### src/rtl/qsfp_mon_pkg.sv
// Shared definitions for the QSFP/Aurora status monitor: debounce FSM states,
// default sizing constants and the bit positions of each status signal in the
// AXI status register word.
package qsfp_mon_pkg;

  // Debounce FSM states
  typedef enum logic {
    DB_STABLE  = 1'b0,
    DB_PENDING = 1'b1
  } db_state_e;

  // Default sizing
  localparam int unsigned DEFAULT_DEBOUNCE_CYCLES = 1024;
  localparam int unsigned DEFAULT_CNT_WIDTH       = 16;
  localparam int unsigned STATUS_LANE_BITS        = 4;

  // Bit positions in the status register word
  localparam int unsigned SSW_CHANNEL_UP      = 0;
  localparam int unsigned SSW_GT_PLL_LOCK     = 1;
  localparam int unsigned SSW_LANE_UP_LSB     = 2;
  localparam int unsigned SSW_LANE_UP_MSB     = 5;
  localparam int unsigned SSW_HARD_ERR        = 6;
  localparam int unsigned SSW_MMCM_NOT_LOCKED = 7;
  localparam int unsigned SSW_SOFT_ERR        = 8;
  localparam int unsigned SSW_C2C_LINK_STATUS = 16;
  localparam int unsigned SSW_C2C_LINK_ERROR  = 17;

endpackage

### src/rtl/status_debounce.sv
// Single-bit 2-flop synchronizer followed by a STABLE/PENDING debounce FSM.
// The debounced level is registered once more before leaving the block, so an
// input change that stays put reaches level_o DEBOUNCE_CYCLES+2 edges after
// it is first sampled.
// Ports:
//   clk, resetn  clock, asynchronous active-low reset
//   raw_i        level input, asynchronous to clk
//   level_o      debounced, registered level
module status_debounce
  import qsfp_mon_pkg::*;
#(
  parameter int unsigned DEBOUNCE_CYCLES = DEFAULT_DEBOUNCE_CYCLES
) (
  input  logic clk,
  input  logic resetn,
  input  logic raw_i,
  output logic level_o
);

  localparam int unsigned CW = $clog2(DEBOUNCE_CYCLES + 1);
  localparam bit SINGLE_CYCLE = (DEBOUNCE_CYCLES == 1);

  logic      sync1_q, sync2_q;
  db_state_e state_q, state_d;
  logic [CW-1:0] cnt_q, cnt_d;
  logic      level_q, level_d;
  logic      out_q;

  // Synchronizer, FSM state and output register
  always_ff @(posedge clk or negedge resetn) begin
    if (!resetn) begin
      sync1_q <= 1'b0;
      sync2_q <= 1'b0;
      state_q <= DB_STABLE;
      cnt_q   <= '0;
      level_q <= 1'b0;
      out_q   <= 1'b0;
    end else begin
      sync1_q <= raw_i;
      sync2_q <= sync1_q;
      state_q <= state_d;
      cnt_q   <= cnt_d;
      level_q <= level_d;
      out_q   <= level_q;
    end
  end

  // Next-state: qualify a change only after it holds long enough
  always_comb begin
    state_d = state_q;
    cnt_d   = cnt_q;
    level_d = level_q;
    unique case (state_q)
      DB_STABLE: begin
        if (sync2_q != level_q) begin
          if (SINGLE_CYCLE) begin
            level_d = ~level_q;
          end else begin
            state_d = DB_PENDING;
            cnt_d   = CW'(1);
          end
        end
      end
      DB_PENDING: begin
        if (sync2_q == level_q) begin
          // glitch rejected
          state_d = DB_STABLE;
          cnt_d   = '0;
        end else if (cnt_q == CW'(DEBOUNCE_CYCLES - 1)) begin
          level_d = ~level_q;
          state_d = DB_STABLE;
          cnt_d   = '0;
        end else begin
          cnt_d = cnt_q + CW'(1);
        end
      end
      default: begin
        state_d = DB_STABLE;
        cnt_d   = '0;
      end
    endcase
  end

  assign level_o = out_q;

endmodule

### src/rtl/qsfp_status_monitor.sv
// Conditions raw QSFP/Aurora link status for the AXI status register block:
// synchronizes every raw bit, debounces level status, turns error pulses into
// sticky flags and (optionally) saturating event counters.
// Build option: define QSFP_MON_COUNTERS_EN to build the three event counters
// and the link-drop edge detector; otherwise the counts are tied to 0.
// Ports:
//   clk, resetn             clock, asynchronous active-low reset
//   raw_*                   asynchronous level / error inputs
//   clear                   single-cycle pulse clearing flags and counters
//   ss_* (levels)           debounced levels
//   ss_* (errors)           sticky error flags
//   *_count                 saturating event counts
module qsfp_status_monitor
  import qsfp_mon_pkg::*;
#(
  parameter int unsigned LANE_COUNT      = 4,
  parameter int unsigned DEBOUNCE_CYCLES = DEFAULT_DEBOUNCE_CYCLES,
  parameter int unsigned CNT_WIDTH       = DEFAULT_CNT_WIDTH
) (
  input  logic                  clk,
  input  logic                  resetn,
  input  logic                  raw_channel_up,
  input  logic                  raw_gt_pll_lock,
  input  logic                  raw_mmcm_not_locked_out,
  input  logic                  raw_c2c_link_status,
  input  logic [LANE_COUNT-1:0] raw_lane_up,
  input  logic                  raw_hard_err,
  input  logic                  raw_soft_err,
  input  logic                  raw_c2c_link_error,
  input  logic                  clear,
  output logic                  ss_channel_up,
  output logic                  ss_gt_pll_lock,
  output logic                  ss_mcmm_not_locked_out,
  output logic                  ss_c2c_link_status,
  output logic [LANE_COUNT-1:0] ss_lane_up,
  output logic                  ss_hard_err,
  output logic                  ss_soft_err,
  output logic                  ss_c2c_link_error,
  output logic [CNT_WIDTH-1:0]  hard_err_count,
  output logic [CNT_WIDTH-1:0]  soft_err_count,
  output logic [CNT_WIDTH-1:0]  link_drop_count
);

  localparam int unsigned LEVEL_W = 4 + LANE_COUNT;
  localparam int unsigned ERR_W   = 3;

  // ---------------- level status: one debouncer per bit ----------------
  logic [LEVEL_W-1:0] lvl_raw;
  logic [LEVEL_W-1:0] lvl_ss;

  assign lvl_raw = {raw_lane_up, raw_c2c_link_status, raw_mmcm_not_locked_out,
                    raw_gt_pll_lock, raw_channel_up};

  for (genvar g = 0; g < LEVEL_W; g++) begin : g_db
    status_debounce #(
      .DEBOUNCE_CYCLES(DEBOUNCE_CYCLES)
    ) u_db (
      .clk    (clk),
      .resetn (resetn),
      .raw_i  (lvl_raw[g]),
      .level_o(lvl_ss[g])
    );
  end

  assign ss_channel_up          = lvl_ss[0];
  assign ss_gt_pll_lock         = lvl_ss[1];
  assign ss_mcmm_not_locked_out = lvl_ss[2];
  assign ss_c2c_link_status     = lvl_ss[3];
  assign ss_lane_up             = lvl_ss[4 +: LANE_COUNT];

  // ---------------- error pulses: sync, edge detect, sticky ----------------
  // bit 0 hard_err, bit 1 soft_err, bit 2 c2c_link_error
  logic [ERR_W-1:0] err_raw;
  logic [ERR_W-1:0] err_s1_q, err_s2_q, err_prev_q;
  logic [ERR_W-1:0] err_flag_q, err_flag_d;
  logic [ERR_W-1:0] err_evt_c;

  assign err_raw = {raw_c2c_link_error, raw_soft_err, raw_hard_err};

  always_ff @(posedge clk or negedge resetn) begin
    if (!resetn) begin
      err_s1_q   <= '0;
      err_s2_q   <= '0;
      err_prev_q <= '0;
      err_flag_q <= '0;
    end else begin
      err_s1_q   <= err_raw;
      err_s2_q   <= err_s1_q;
      err_prev_q <= err_s2_q;
      err_flag_q <= err_flag_d;
    end
  end

  // An event in the clear cycle still sets the flag
  always_comb begin
    err_evt_c  = err_s2_q & ~err_prev_q;
    err_flag_d = err_evt_c | (err_flag_q & {ERR_W{~clear}});
  end

  assign ss_hard_err       = err_flag_q[0];
  assign ss_soft_err       = err_flag_q[1];
  assign ss_c2c_link_error = err_flag_q[2];

`ifdef QSFP_MON_COUNTERS_EN
  // ---------------- saturating event counters ----------------
  // index 0 hard_err, 1 soft_err, 2 link drop
  logic                 ch_up_prev_q;
  logic                 drop_evt_c;
  logic [2:0]           cnt_evt_c;
  logic [CNT_WIDTH-1:0] cnt_q [3];
  logic [CNT_WIDTH-1:0] cnt_d [3];

  always_ff @(posedge clk or negedge resetn) begin
    if (!resetn) begin
      ch_up_prev_q <= 1'b0;
      for (int i = 0; i < 3; i++) cnt_q[i] <= '0;
    end else begin
      ch_up_prev_q <= ss_channel_up;
      for (int i = 0; i < 3; i++) cnt_q[i] <= cnt_d[i];
    end
  end

  // Clear loses to a same-cycle event; counts hold at all-ones
  always_comb begin
    drop_evt_c = ch_up_prev_q & ~ss_channel_up;
    cnt_evt_c  = {drop_evt_c, err_evt_c[1], err_evt_c[0]};
    for (int i = 0; i < 3; i++) begin
      cnt_d[i] = cnt_q[i];
      if (clear) begin
        cnt_d[i] = cnt_evt_c[i] ? CNT_WIDTH'(1) : '0;
      end else if (cnt_evt_c[i] && (cnt_q[i] != '1)) begin
        cnt_d[i] = cnt_q[i] + CNT_WIDTH'(1);
      end
    end
  end

  assign hard_err_count  = cnt_q[0];
  assign soft_err_count  = cnt_q[1];
  assign link_drop_count = cnt_q[2];
`else
  assign hard_err_count  = '0;
  assign soft_err_count  = '0;
  assign link_drop_count = '0;
`endif

endmodule

### config.mk
export PLATFORM = sky130hd
export DESIGN_NAME = qsfp_status_monitor
export DESIGN_NICKNAME = d
export VERILOG_FILES = /design/src/rtl/qsfp_mon_pkg.sv /design/src/rtl/status_debounce.sv /design/src/rtl/qsfp_status_monitor.sv
export SDC_FILE = /design/constraint.sdc
export NUM_CORES = 1
export LEC_CHECK = 0
export BUFFER_PORTS_ARGS = -buffer_cell sky130_fd_sc_hd__buf_4
export CORE_UTILIZATION = 63
export CTS_CLUSTER_DIAMETER = 80
export DETAILED_ROUTE_END_ITERATION = 10
export GPL_TIMING_DRIVEN = 0
export PLACE_DENSITY = 0.85
export SYNTH_ARGS = -nofsm -noshare
export SYNTH_HDL_FRONTEND = slang
export SYNTH_SLANG_ARGS = --single-unit
### constraint.sdc
create_clock -name clk -period 3.6 [get_ports clk]
set_clock_uncertainty 0.1 [all_clocks]
set_input_delay 0.18 -clock clk [delete_from_list [all_inputs] [get_ports clk]]
set_output_delay 0.18 -clock clk [all_outputs]
set_load 0.005 [all_outputs]
# Word level (Yosys, flattened, before mapping)

Index checks and enable logic that the tools add are counted.

Register bits: 140
Input port bits: 14
Output and inout port bits: 59
Logic and storage cells: 193

Add/sub/neg operators: 8
Eq/ne operators: 32
Muxes and demuxes: 64
Bitwise operators: 29
Reduce and logical (&&, ||, !) cells: 8

Operator list:

| kind                                                                     | number |
|---|---|
| 11-bit two-way mux                                                       | 24 |
| 11-bit one-hot mux with 2 select lines                                   | 8 |
| 11-bit by 1-bit adder with 11-bit output (second input constant)         | 8 |
| 11-bit by 10-bit == test with 1-bit output (second input constant)       | 8 |
| 1-bit inverter                                                           | 25 |
| 1-bit two-way mux                                                        | 24 |
| 3-bit AND reduction                                                      | 8 |
| 2-bit by 1-bit inequality test with 1-bit output (second input constant) | 8 |
| 1-bit one-hot mux with 2 select lines                                    | 8 |
| 1-bit == test                                                            | 8 |
| 1-bit inequality test                                                    | 8 |
| 3-bit bitwise AND                                                        | 2 |
| 3-bit inverter                                                           | 1 |
| 3-bit bitwise OR                                                         | 1 |

# Logic depth before layout (Yosys ltp)

Gate-level depths: netlist of run 1.

Word-level depth: 4
Gate-level depth with buffers: 6
Mapped depth without buffers: 5

# Cells and area by module

A second synthesis of run 1 with hierarchy kept.

Cells, all modules: 654
Area total of the unflattened synthesis: 7101.8 um2

By module, submodules not included:

| module              | instances | cells an instance | area each (um2) | seq. area each (um2) |
|---|---|---|---|---|
| status_debounce     | 8         | 73                | 799.5           | 400.4 |
| qsfp_status_monitor | 1         | 70                | 705.7           | 300.3 |

# Least setup slack after synthesis of run 1

Ideal clock, no wire load.

Path kind: reg-to-reg
Start point: register g_db[5].u_db.cnt_q[0]
End point: register g_db[5].u_db.cnt_q[7]
Setup time: 0.082 ns
Arrival: 1.734 ns
Required time: 3.418 ns
Slack: 1.684 ns
Cell stages (with the launch flop): 7
Buffers on the path: 1
Clock period less this slack: 1.916 ns
Cells stage by stage: dfrtp_1 > ha_1 > and4_1 > clkbuf_1 > a311oi_2 > o21ai_0 > a31oi_1

Cells in the longest elaborated chain, start to end: 4
Elaborated cells on any way between the ends: 5
Those cells by class: 1 x add/sub; 1 x eq/ne; 3 x mux

RTL lines:

| item                                                                                                   | RTL line                                     | text |
|---|---|---|
| from (decl)                                                                                            | status_debounce.sv:25                        | `logic [CW-1:0] cnt_q, cnt_d;` |
| from (signal assigned)                                                                                 | status_debounce.sv:42                        | `cnt_q <= cnt_d;` |
| 11-bit by 1-bit adder with 11-bit output or 11-bit by 10-bit == test with 1-bit output (tied branches) | status_debounce.sv:74, status_debounce.sv:69 |  |
| 11-bit two-way mux *                                                                                   | status_debounce.sv:69                        | `end else if (cnt_q == CW'(DEBOUNCE_CYCLES - 1)) begin` |
| 11-bit two-way mux *                                                                                   | status_debounce.sv:65                        | `if (sync2_q == level_q) begin` |
| 11-bit one-hot mux with 2 select lines *                                                               | status_debounce.sv:53                        | `unique case (state_q)` |

Mark *: on every way between the ends. The rest lies on a longest branch, timed or not.
A chain may end at the register's enable or synchronous reset.

# Worst setup path in the final report of run 1

Same ends and word-level chain as after synthesis.

==> results of run 1 <==
[worst paths after layout]
kind / startpoint / end / slack (ps)
worst min register to register: g_db[4].u_db.sync1_q / g_db[4].u_db.sync2_q / 250
worst max-delay path: g_db[5].u_db.cnt_q[0] / g_db[5].u_db.cnt_q[7] / 1200
worst max register to register: g_db[5].u_db.cnt_q[0] / g_db[5].u_db.cnt_q[7] / 1200
min in group clk: raw_lane_up[1] / g_db[5].u_db.sync1_q / 200
worst min-delay path: resetn / g_db[4].u_db.cnt_q[7] / 50
max in group asynchronous: resetn / g_db[7].u_db.sync2_q / 2580
[power by group]
group          switching, mW  internal, mW  total [mW]
registers             0.0487          1.63        1.67
logic                  0.148         0.125       0.273
clock network          0.650         0.971        1.62
[cell type report]
type,instances,share of cell area
Timing Repair Buffer,38,0.0424
Clock inverter,9,0.0110
Tap cell,136,0.0211
Multi-Input combinational cell,482,0.366
Buffer,65,0.0556
Sequential cell,140,0.435
Inverter,24,0.0112
Clock buffer,23,0.0579
[routing by layer]
layer  routed length [um]  GRT usage
met1                 5640      0.300
met2                 7110      0.452
met3                  509     0.0576
met5                    0          0
met4                  221      0.105
[sequential cells by signal, summed over array words and instances (netlist names)]
name,count
g_db.u_db.sync1_q,8
g_db.u_db.level_o,8
err_prev_q,3
err_flag_q,3
err_s1_q,3
g_db.u_db.level_q,8
g_db.u_db.state_q,8
g_db.u_db.cnt_q,88
g_db.u_db.sync2_q,8
err_s2_q,3
[through the flow]
stage,worst slack [ps],instance area (sq um)
2_1_floorplan,1680,6990
3_3_place_gp,1460,7340
3_5_place_dp,1360,7370
4_1_cts,1210,8060
5_1_grt,1020,8060
6_report,1200,8060
[cell usage after synthesis (9+ instances only)]
cell,n,area [sq um]
and2_1,17,106
o21a_1,14,105
o21ai_0,46,230
a31oi_1,17,106
nand4_1,17,106
clkbuf_1,11,41.3
inv_1,24,90.1
nor3_1,12,60.1
dfrtp_1,140,3500
or3_1,14,87.6
nor3b_1,11,82.6
a22o_1,14,123
nand2_1,55,206
a21oi_1,15,75.1
and3_1,12,75.1
nand3_1,23,115
xor2_1,9,78.8
nor2_1,33,124
a21o_1,11,82.6
buf_4,52,390
[worst reg2reg max path: stages (launching register included)]
cell      delay (ps)
dfrtp_1          440
ha_1             260
and4_1           210
clkbuf_1         170
a311oi_2         640
o21ai_0          260
a31oi_1          230
[logic make-up (layout without fill, tap and decap cells)]
family                   count (synthesis)  after routing  synth area share
other                                    1             48          0.000550
AND/OR/NAND/NOR                        251            251             0.208
XOR/XNOR                                12             12            0.0154
multiplexers                             9              9            0.0147
adder cells (fa/ha/maj)                  8              8            0.0147
flip-flops                             140            140             0.514
buffers and inverters                   89            159            0.0790
AO/OA/AOI/OAI                          154            154             0.153
[what timing repair did]
item                                   CTS  global route
endpoints found under the hold margin  154             0
hold buffers                            13             0
setup endpoints to repair                0             0
==> impl_metrics.env, run 1 <==
export IMPL_outcome="finished, final reports clean"
export IMPL_crit_chain="ha_1 -> and4_1 -> clkbuf_1 -> a311oi_2 -> o21ai_0 -> a31oi_1"
export IMPL_crit_arrival_ps=2740
export IMPL_synth_area_sq_um=6810
export IMPL_netlist_instances=664
export IMPL_start_kind="register"
export IMPL_portBuffers=24
export IMPL_max_stage_delay_ps=640
export IMPL_wire_per_inst_um=14.7
export IMPL_maxClockFrequency_mhz=417
export IMPL_path_clk_slew_ps=60
export IMPL_layout_common_cells="dfrtp_1 (140), buf_4 (75), nand2_1 (55)"
export IMPL_multi_input_area_sq_um=2950
export IMPL_yosys_warnings=0
export IMPL_post_place_cells=872
export IMPL_ant_nets=0
export IMPL_cp_num_buf_inv=1
export IMPL_cts_setup_buffers=0
export IMPL_tns_ps=0
export IMPL_fin_cells=917
export IMPL_cts_root_buf="clkbuf_8"
export IMPL_grt_ovfl_total=0
export IMPL_synth_edff_count=0
export IMPL_initial_core_util=0.654
export IMPL_period_needed_ps=2400
export IMPL_grt_setup_unrepaired="no"
export IMPL_antennaDiodeCount=0
export IMPL_post_dp_hpwl_mm=8.86
export IMPL_cp_data_required_time_ps=3940
export IMPL_clkLatencyLatePin_ps=520
export IMPL_via_per_inst=5.71
export IMPL_vdd_drop_max_v=0.000367
export IMPL_hold_slack_ps=50.2
export IMPL_drive_above_1_share=0.168
export IMPL_grt_max_degree=97
export IMPL_dieArea_sq_um=11200
export IMPL_grt_pass1_vias=5136
export IMPL_wirelength_mm=13.5
export IMPL_drc=0
export IMPL_io_pins=73
export IMPL_cp_slowest_cell="a311oi_2"
export IMPL_r2r_cells=6
export IMPL_ys_types=61
export IMPL_hp_class="input pin to asynchronous set/reset pin"
export IMPL_die_y_um=106
export IMPL_power_per_cell_area_nw_per_um2=443
export IMPL_cts_buffer_depth=2
export IMPL_vias=5238
export IMPL_finalHoldViolCount=0
export IMPL_slew_viol_final=0
export IMPL_grt_first_pass_wirelength_mm=22.7
export IMPL_worstMarginPinSlew_ps=720
export IMPL_grt_util_all_layers=0.255
export IMPL_avgSynthCellArea_sq_um=10.3
export IMPL_coreArea_sq_um=10400
export IMPL_p_total_mw=3.57
export IMPL_num_rows=37
export IMPL_synth_seq_cells=140
export IMPL_die_w_um=106
export IMPL_relSlewSlack=0.520
export IMPL_cts_resized_gates=0
export IMPL_cp_depth=6
export IMPL_numCtsBuffers=17
export IMPL_max_cap_violations=0
export IMPL_power_leakage_nw=3.86
export IMPL_period_share=0.666
export IMPL_place_gp_congestion=0.893
export IMPL_cts_tree="done"
export IMPL_nets=790
export IMPL_syn_to_final_growth_pct=18.3
export IMPL_worstSetupEndpointType="register"
export IMPL_synth_ff_type="dfrtp_1"
export IMPL_grt_antenna_before_repair=0
export IMPL_drt_first_iter_violations=286
export IMPL_final_util=0.774
export IMPL_dr_pass1_iters=7
export IMPL_worst_setup_path_type="register to register"
export IMPL_cp_max_fo=10
export IMPL_clock_sinks=140
export IMPL_final_common_cell="dfrtp_1"
export IMPL_htreeDepth=4
export IMPL_register_area_sq_um=3500
export IMPL_setup_violations_final=0
export IMPL_critical_path_top_delay_family="compound AO/OA/AOI/OAI gates"
export IMPL_fill_cells=693
export IMPL_ys_seq_area_frac=0.514
export IMPL_async_flop_share=1.00
Power figures use the tool's default switching activity.
==> run 2: changes to the inputs <==
--- a/config.mk
+++ b/config.mk
@@ -5,12 +5,13 @@
 export SDC_FILE = /design/constraint.sdc
 export NUM_CORES = 1
 export LEC_CHECK = 0
+export ABC_AREA = 1
 export BUFFER_PORTS_ARGS = -buffer_cell sky130_fd_sc_hd__buf_4
-export CORE_UTILIZATION = 63
+export CORE_UTILIZATION = 59
 export CTS_CLUSTER_DIAMETER = 80
 export DETAILED_ROUTE_END_ITERATION = 10
 export GPL_TIMING_DRIVEN = 0
-export PLACE_DENSITY = 0.85
+export PLACE_DENSITY = 0.8
 export SYNTH_ARGS = -nofsm -noshare
 export SYNTH_HDL_FRONTEND = slang
 export SYNTH_SLANG_ARGS = --single-unit
==> constraint.sdc (replaced) <==
create_clock -name clk -period 2.4 [get_ports clk]
set_clock_uncertainty 0.1 [all_clocks]
set_input_delay 0.12 -clock clk [delete_from_list [all_inputs] [get_ports clk]]
set_output_delay 0.12 -clock clk [all_outputs]
set_load 0.005 [all_outputs]
==> run 2 against run 1 <==
Sequential power up 50%. Cell count rose by 30%. Register-to-register slack worse by 360 ps. Routed wire length down 8.1%. First-iteration DRC count rose by 24%. Die area up 13%. Flip-flop and latch count unchanged. Largest power group is now clock. Highest routed layer unchanged.
==> impl_metrics.env, run 2 <==
export IMPL_coreArea_sq_um=12000
export IMPL_ys_seq_area_frac=0.484
export IMPL_yosys_warnings=0
export IMPL_io_pins=73
export IMPL_wl_met2_mm=5.93
export IMPL_ant_nets=0
export IMPL_synth_area_sq_um=7230
export IMPL_cts_tree="done"
export IMPL_slew_viol_final=0
export IMPL_synth_seq_cells=140
export IMPL_final_common_cell="nand2_1"
export IMPL_clkLatencyLatePin_ps=420
export IMPL_design_area_sq_um=8590
export IMPL_worst_setup_path_type="register to register"
export IMPL_hp_class="input pin to asynchronous set/reset pin"
export IMPL_synth_ff_type="dfrtp_1"
export IMPL_pre_cts_ws_ps=843
export IMPL_cts_root_buf="clkbuf_16"
export IMPL_numCtsBuffers=17
export IMPL_top_register="g_db.u_db.cnt_q"
export IMPL_grt_first_pass_wirelength_mm=21.7
export IMPL_cts_buffer_depth=2
export IMPL_syn_to_final_growth_pct=18.8
export IMPL_cts_resized_gates=0
export IMPL_grt_max_degree=94
export IMPL_synth_area_leader_cell="dfrtp_1"
export IMPL_via_per_inst=4.75
export IMPL_synth_most_common_cell="nand2_1"
export IMPL_maxClockFrequency_mhz=642
export IMPL_dieArea_sq_um=12700
export IMPL_netlist_instances=930
export IMPL_fill_cells=936
export IMPL_power_per_cell_area_nw_per_um2=670
export IMPL_wl_met3_um=430
export IMPL_grt_pass1_vias=5150
export IMPL_finalHoldViolCount=0
export IMPL_drt_first_iter_violations=356
export IMPL_hold_slack_ps=109
export IMPL_clock_sinks=140
export IMPL_setup_violations_final=0
export IMPL_grt_util_all_layers=0.215
export IMPL_nets=1056
export IMPL_synth_edff_count=0
export IMPL_die_w_um=113
export IMPL_post_dp_hpwl_mm=8.61
export IMPL_layout_common_cells="nand2_1 (302), dfrtp_1 (140), inv_1 (120)"
export IMPL_drive_above_1_share=0.145
export IMPL_period_share=0.649
export IMPL_timing_final_ws_setup_ps=843
export IMPL_vias=5671
export IMPL_routed_top_layer="met4"
export IMPL_largest_reg_flops=88
export IMPL_vdd_drop_max_v=0.000565
export IMPL_cts_setup_buffers=0
export IMPL_place_gp_congestion=0.846
export IMPL_synth_area_leaders="dfrtp_1 (48%), nand2_1 (16%), inv_1 (6.2%)"
export IMPL_initial_core_util=0.605
export IMPL_wirelength_mm=12.4
export IMPL_async_flop_share=1.00
export IMPL_synth_top_area_share=0.484
export IMPL_antennaDiodeCount=0
export IMPL_ctsHoldBuffers=13
export IMPL_start_kind="register"
export IMPL_die_y_um=113
export IMPL_grt_ovfl_total=0
export IMPL_avgSynthCellArea_sq_um=7.78
export IMPL_max_cap_violations=0
export IMPL_htreeDepth=4
export IMPL_wire_per_inst_um=10.4
export IMPL_num_rows=40
export IMPL_ys_types=27
export IMPL_power_leakage_nw=4.48
export IMPL_period_needed_ps=1560
export IMPL_tns_ps=0
export IMPL_cp_max_fo=5
export IMPL_grt_antenna_before_repair=0
export IMPL_dr_pass1_iters=5
export IMPL_outcome="finished, final reports clean"
export IMPL_grt_setup_unrepaired="no"
export IMPL_drc=0
export IMPL_wl_met1_mm=5.85
export IMPL_crit_arrival_ps=1760
export IMPL_cp_data_required_time_ps=2600
export IMPL_portBuffers=24
export IMPL_worstSetupEndpointType="register"
export IMPL_yosys_top_cells_count="nand2_1 (302), dfrtp_1 (140), inv_1 (120)"
export IMPL_path_clk_slew_ps=50
export IMPL_dpl_cell_area_sq_um=7810
[run 2: cell types whose count changed after synthesis, sizes merged, moves of 16 or more]
cell   before  now
or3        16    0
inv        24  124
a31oi      17    0
xor2        9   28
and2       19    0
nand2      55  310
nand3      24   61
nor2       33  111
[run 2: final cells by class]
type | count | area (sq um) | share of cell area
inverter | 124 | 465 | 0.0542
buffer | 55 | 405 | 0.0472
clock inverter | 5 | 125 | 0.0146
tap | 147 | 184 | 0.0214
sequential | 140 | 3500 | 0.408
clock buffer | 27 | 533 | 0.0620
timing repair buffer | 38 | 342 | 0.0397
multi-input combinational | 658 | 3040 | 0.353
[run 2: path summary, 6_finish.rpt]
check                                 startpoint                    end  slack [ps]  depth (start not counted)
min in group clk                  raw_lane_up[2]   g_db[6].u_db.sync1_q         250                          2
hold reg to reg             g_db[4].u_db.sync1_q   g_db[4].u_db.sync2_q         250                          0
max in group asynchronous                 resetn   g_db[5].u_db.sync1_q        1310                          3
setup reg to reg           g_db[5].u_db.cnt_q[0]   g_db[5].u_db.state_q         840                          8
setup / recovery           g_db[5].u_db.cnt_q[0]   g_db[5].u_db.state_q         840                          8
hold / removal                            resetn  g_db[0].u_db.cnt_q[7]         110                          2
[run 2: cells by family after synthesis]
family,after synthesis,synth area share
compound gates,55,0.0396
xor+xnor,32,0.0387
fa+ha+maj,8,0.0138
buf+inv,179,0.120
flops,140,0.484
other cells,1,0.000518
simple gates,515,0.303
[run 2: layer usage]
layer | track usage | vias to the layer above
met5 | 0 | -
met4 | 0.0889 | 0
met3 | 0.0573 | 11
met2 | 0.356 | 99
met1 | 0.268 | 2578
li1 | - | 2983
[run 2: power by group]
part,switching (mW),internal [mW],leakage (nW)
combinational,0.228,0.172,2.31
sequential,0.0719,2.44,1.85
clock,0.910,1.93,0.324
total,1.21,4.55,4.48
[run 2: critical path, stage by stage (launching register included)]
cell and delay (ps):
dfrtp_1 420, ha_1 190, nand2_1 80, nor2_1 170, nand2_1 120, nor2_1 100
nand2_1 60, nor2_1 130, nor2_1 60
[run 2: through the flow]
stage               power [mW]  instances  utilization
finish                    5.76       1194        0.719
global route              5.99       1194        0.719
CTS                       5.82       1194        0.719
detailed placement        2.93       1149        0.653
global placement          2.92       1148        0.650
floorplan                 2.80        977            -
==> run 3: changes to the inputs <==
==> constraint.sdc (replaced) <==
create_clock -name clk -period 1.5 [get_ports clk]
set_clock_uncertainty 0.1 [all_clocks]
set_input_delay 0.075 -clock clk [delete_from_list [all_inputs] [get_ports clk]]
set_output_delay 0.075 -clock clk [all_outputs]
set_load 0.005 [all_outputs]
==> run 3 against run 2 <==
First-iteration DRC count is 0.84% lower. Die area stayed put. Global-route usage hardly changed. Routed wire length is 6.6% higher. Critical path depth is 1 lower. Flip-flop and latch count stayed put. Design area is 3.7% higher. Worst setup slack worse by 810 ps. Sequential share of layout area is 1.5 points lower. Sequential power is 60% higher. Clock power is 61% higher. Critical endpoint is now g_db[7].u_db.cnt_q[8]. Largest cell class unchanged.
==> impl_metrics.env, run 3 (synthesis gave the netlist of run 2 again) <==
export IMPL_top_register="g_db.u_db.cnt_q"
export IMPL_num_rows=40
export IMPL_nets=1073
export IMPL_coreArea_sq_um=12000
export IMPL_via_per_inst=4.78
export IMPL_finalHoldViolCount=0
export IMPL_die_w_um=113
export IMPL_max_stage_delay_ps=380
export IMPL_sequentialPowerShare=0.429
export IMPL_cp_data_required_time_ps=1710
export IMPL_cp_max_fo=3
export IMPL_drt_first_iter_violations=353
export IMPL_layout_common_cells="nand2_1 (289), dfrtp_1 (139), inv_1 (113)"
export IMPL_grt_antenna_before_repair=0
export IMPL_antennaDiodeCount=0
export IMPL_p_clk_frac=0.487
export IMPL_switching_power_mw=2.00
export IMPL_wirelength_mm=13.2
export IMPL_dieArea_sq_um=12700
export IMPL_design_area_sq_um=8920
export IMPL_vias=5789
export IMPL_hold_slack_ps=54.3
export IMPL_start_kind="register"
export IMPL_cp_slowest_cell="dfrtp_1"
export IMPL_period_needed_ps=1470
export IMPL_grt_util_all_layers=0.215
export IMPL_largest_reg_flops=88
export IMPL_crit_chain="ha_2 -> nand2_2 -> nor2_4 -> buf_4 -> nand3_1 -> xor2_1 -> nor2_1"
export IMPL_timing_final_ws_setup_ps=31.1
export IMPL_grt_max_degree=94
export IMPL_grt_first_pass_wirelength_mm=21.7
export IMPL_path_clk_slew_ps=60
export IMPL_ant_nets=0
export IMPL_final_util=0.745
export IMPL_power_leakage_nw=4.56
export IMPL_power_per_cell_area_nw_per_um2=1050
export IMPL_drive_above_1_share=0.194
export IMPL_p_total_mw=9.36
export IMPL_place_gp_congestion=0.846
export IMPL_crit_arrival_ps=1680
export IMPL_clock_sinks=140
export IMPL_slew_viol_final=0
export IMPL_period_share=0.979
export IMPL_pre_cts_ws_ps=-57.3
export IMPL_grt_ovfl_total=0
export IMPL_vdd_drop_max_v=0.000902
export IMPL_syn_to_final_growth_pct=23.2
export IMPL_worst_setup_path_type="register to register"
export IMPL_htreeDepth=4
export IMPL_setup_violations_final=0
export IMPL_grt_setup_unrepaired="yes"
export IMPL_grt_pass1_vias=5153
export IMPL_maxClockFrequency_mhz=681
export IMPL_drc=0
export IMPL_cts_root_buf="clkbuf_16"
export IMPL_portBuffers=24
export IMPL_post_dp_hpwl_mm=8.61
export IMPL_fin_cells=1211
export IMPL_outcome="finished, final reports clean"
export IMPL_clkLatencyLatePin_ps=420
export IMPL_final_common_cell="nand2_1"
export IMPL_p_comb_frac=0.084
export IMPL_swShare=0.214
export IMPL_numCtsBuffers=17
export IMPL_dr_pass1_iters=5
export IMPL_hp_class="input pin to asynchronous set/reset pin"
export IMPL_max_cap_violations=0
export IMPL_p_int_mw=7.36
export IMPL_dpl_cell_area_sq_um=7810
export IMPL_wire_per_inst_um=10.9
export IMPL_cts_buffer_depth=2
export IMPL_io_pins=73
export IMPL_initial_core_util=0.605
export IMPL_cts_tree="done"
export IMPL_post_place_cells=1149
export IMPL_tns_ps=0
export IMPL_worstSetupEndpointType="register"
export IMPL_die_y_um=113
## run 3: metal layers
metal | track usage | vias up | routed length, um
li1 | - | 3015 | -
met1 | 0.268 | 2649 | 6020
met2 | 0.357 | 111 | 6560
met3 | 0.0573 | 14 | 466
met4 | 0.0889 | 0 | 164
met5 | 0 | - | 0
## run 3: final cells by class
class	count	area (sq um)
Timing Repair Buffer	55	469
Sequential cell	140	3500
Buffer	55	405
Clock buffer	27	533
Clock inverter	5	125
Fill cell	902	3050
Tap cell	147	184
Multi-Input combinational cell	658	3230
Inverter	124	465
## run 3: worst paths after layout
kind	slack (ps)	to	depth (start not counted)	from
min in group clk	200	g_db[6].u_db.sync1_q	2	raw_lane_up[2]
max in group asynchronous	450	g_db[7].u_db.cnt_q[0]	3	resetn
max	30	g_db[7].u_db.cnt_q[8]	7	g_db[7].u_db.cnt_q[1]
min reg2reg	250	g_db[4].u_db.sync2_q	0	g_db[4].u_db.sync1_q
min	50	g_db[0].u_db.cnt_q[4]	2	resetn
max reg2reg	30	g_db[7].u_db.cnt_q[8]	7	g_db[7].u_db.cnt_q[1]
## run 3: power by group through the flow
stage	registers, mW	logic (mW)	clock network [mW]
4_1_cts	4.02	0.654	4.65
3_5_place_dp	4.08	0.612	0
3_3_place_gp	4.08	0.593	0
6_report	4.02	0.782	4.56
2_1_floorplan	4.06	0.419	0
5_1_grt	4.03	0.888	4.80
## run 3: worst max-delay path, delay by kind of cell, from the launching register on
kind | cells | cell delay, ps
and+or+nand+nor | 4 | 370
buffers and inverters | 1 | 120
adders and majority gates | 1 | 220
DFF | 1 | 380
xor gates and xnor gates | 1 | 160
## run 3: what timing repair did
| item | 4_1_cts | 5_1_grt |
|---|---|---|
| setup endpoints to repair | 13 | 58 |
| pin swaps | 0 | 23 |
| buffers inserted | 1 | 16 |
| hold buffers | 13 | 0 |
| endpoints found under the hold margin | 154 | 0 |
| gates resized for setup | 1 | 56 |
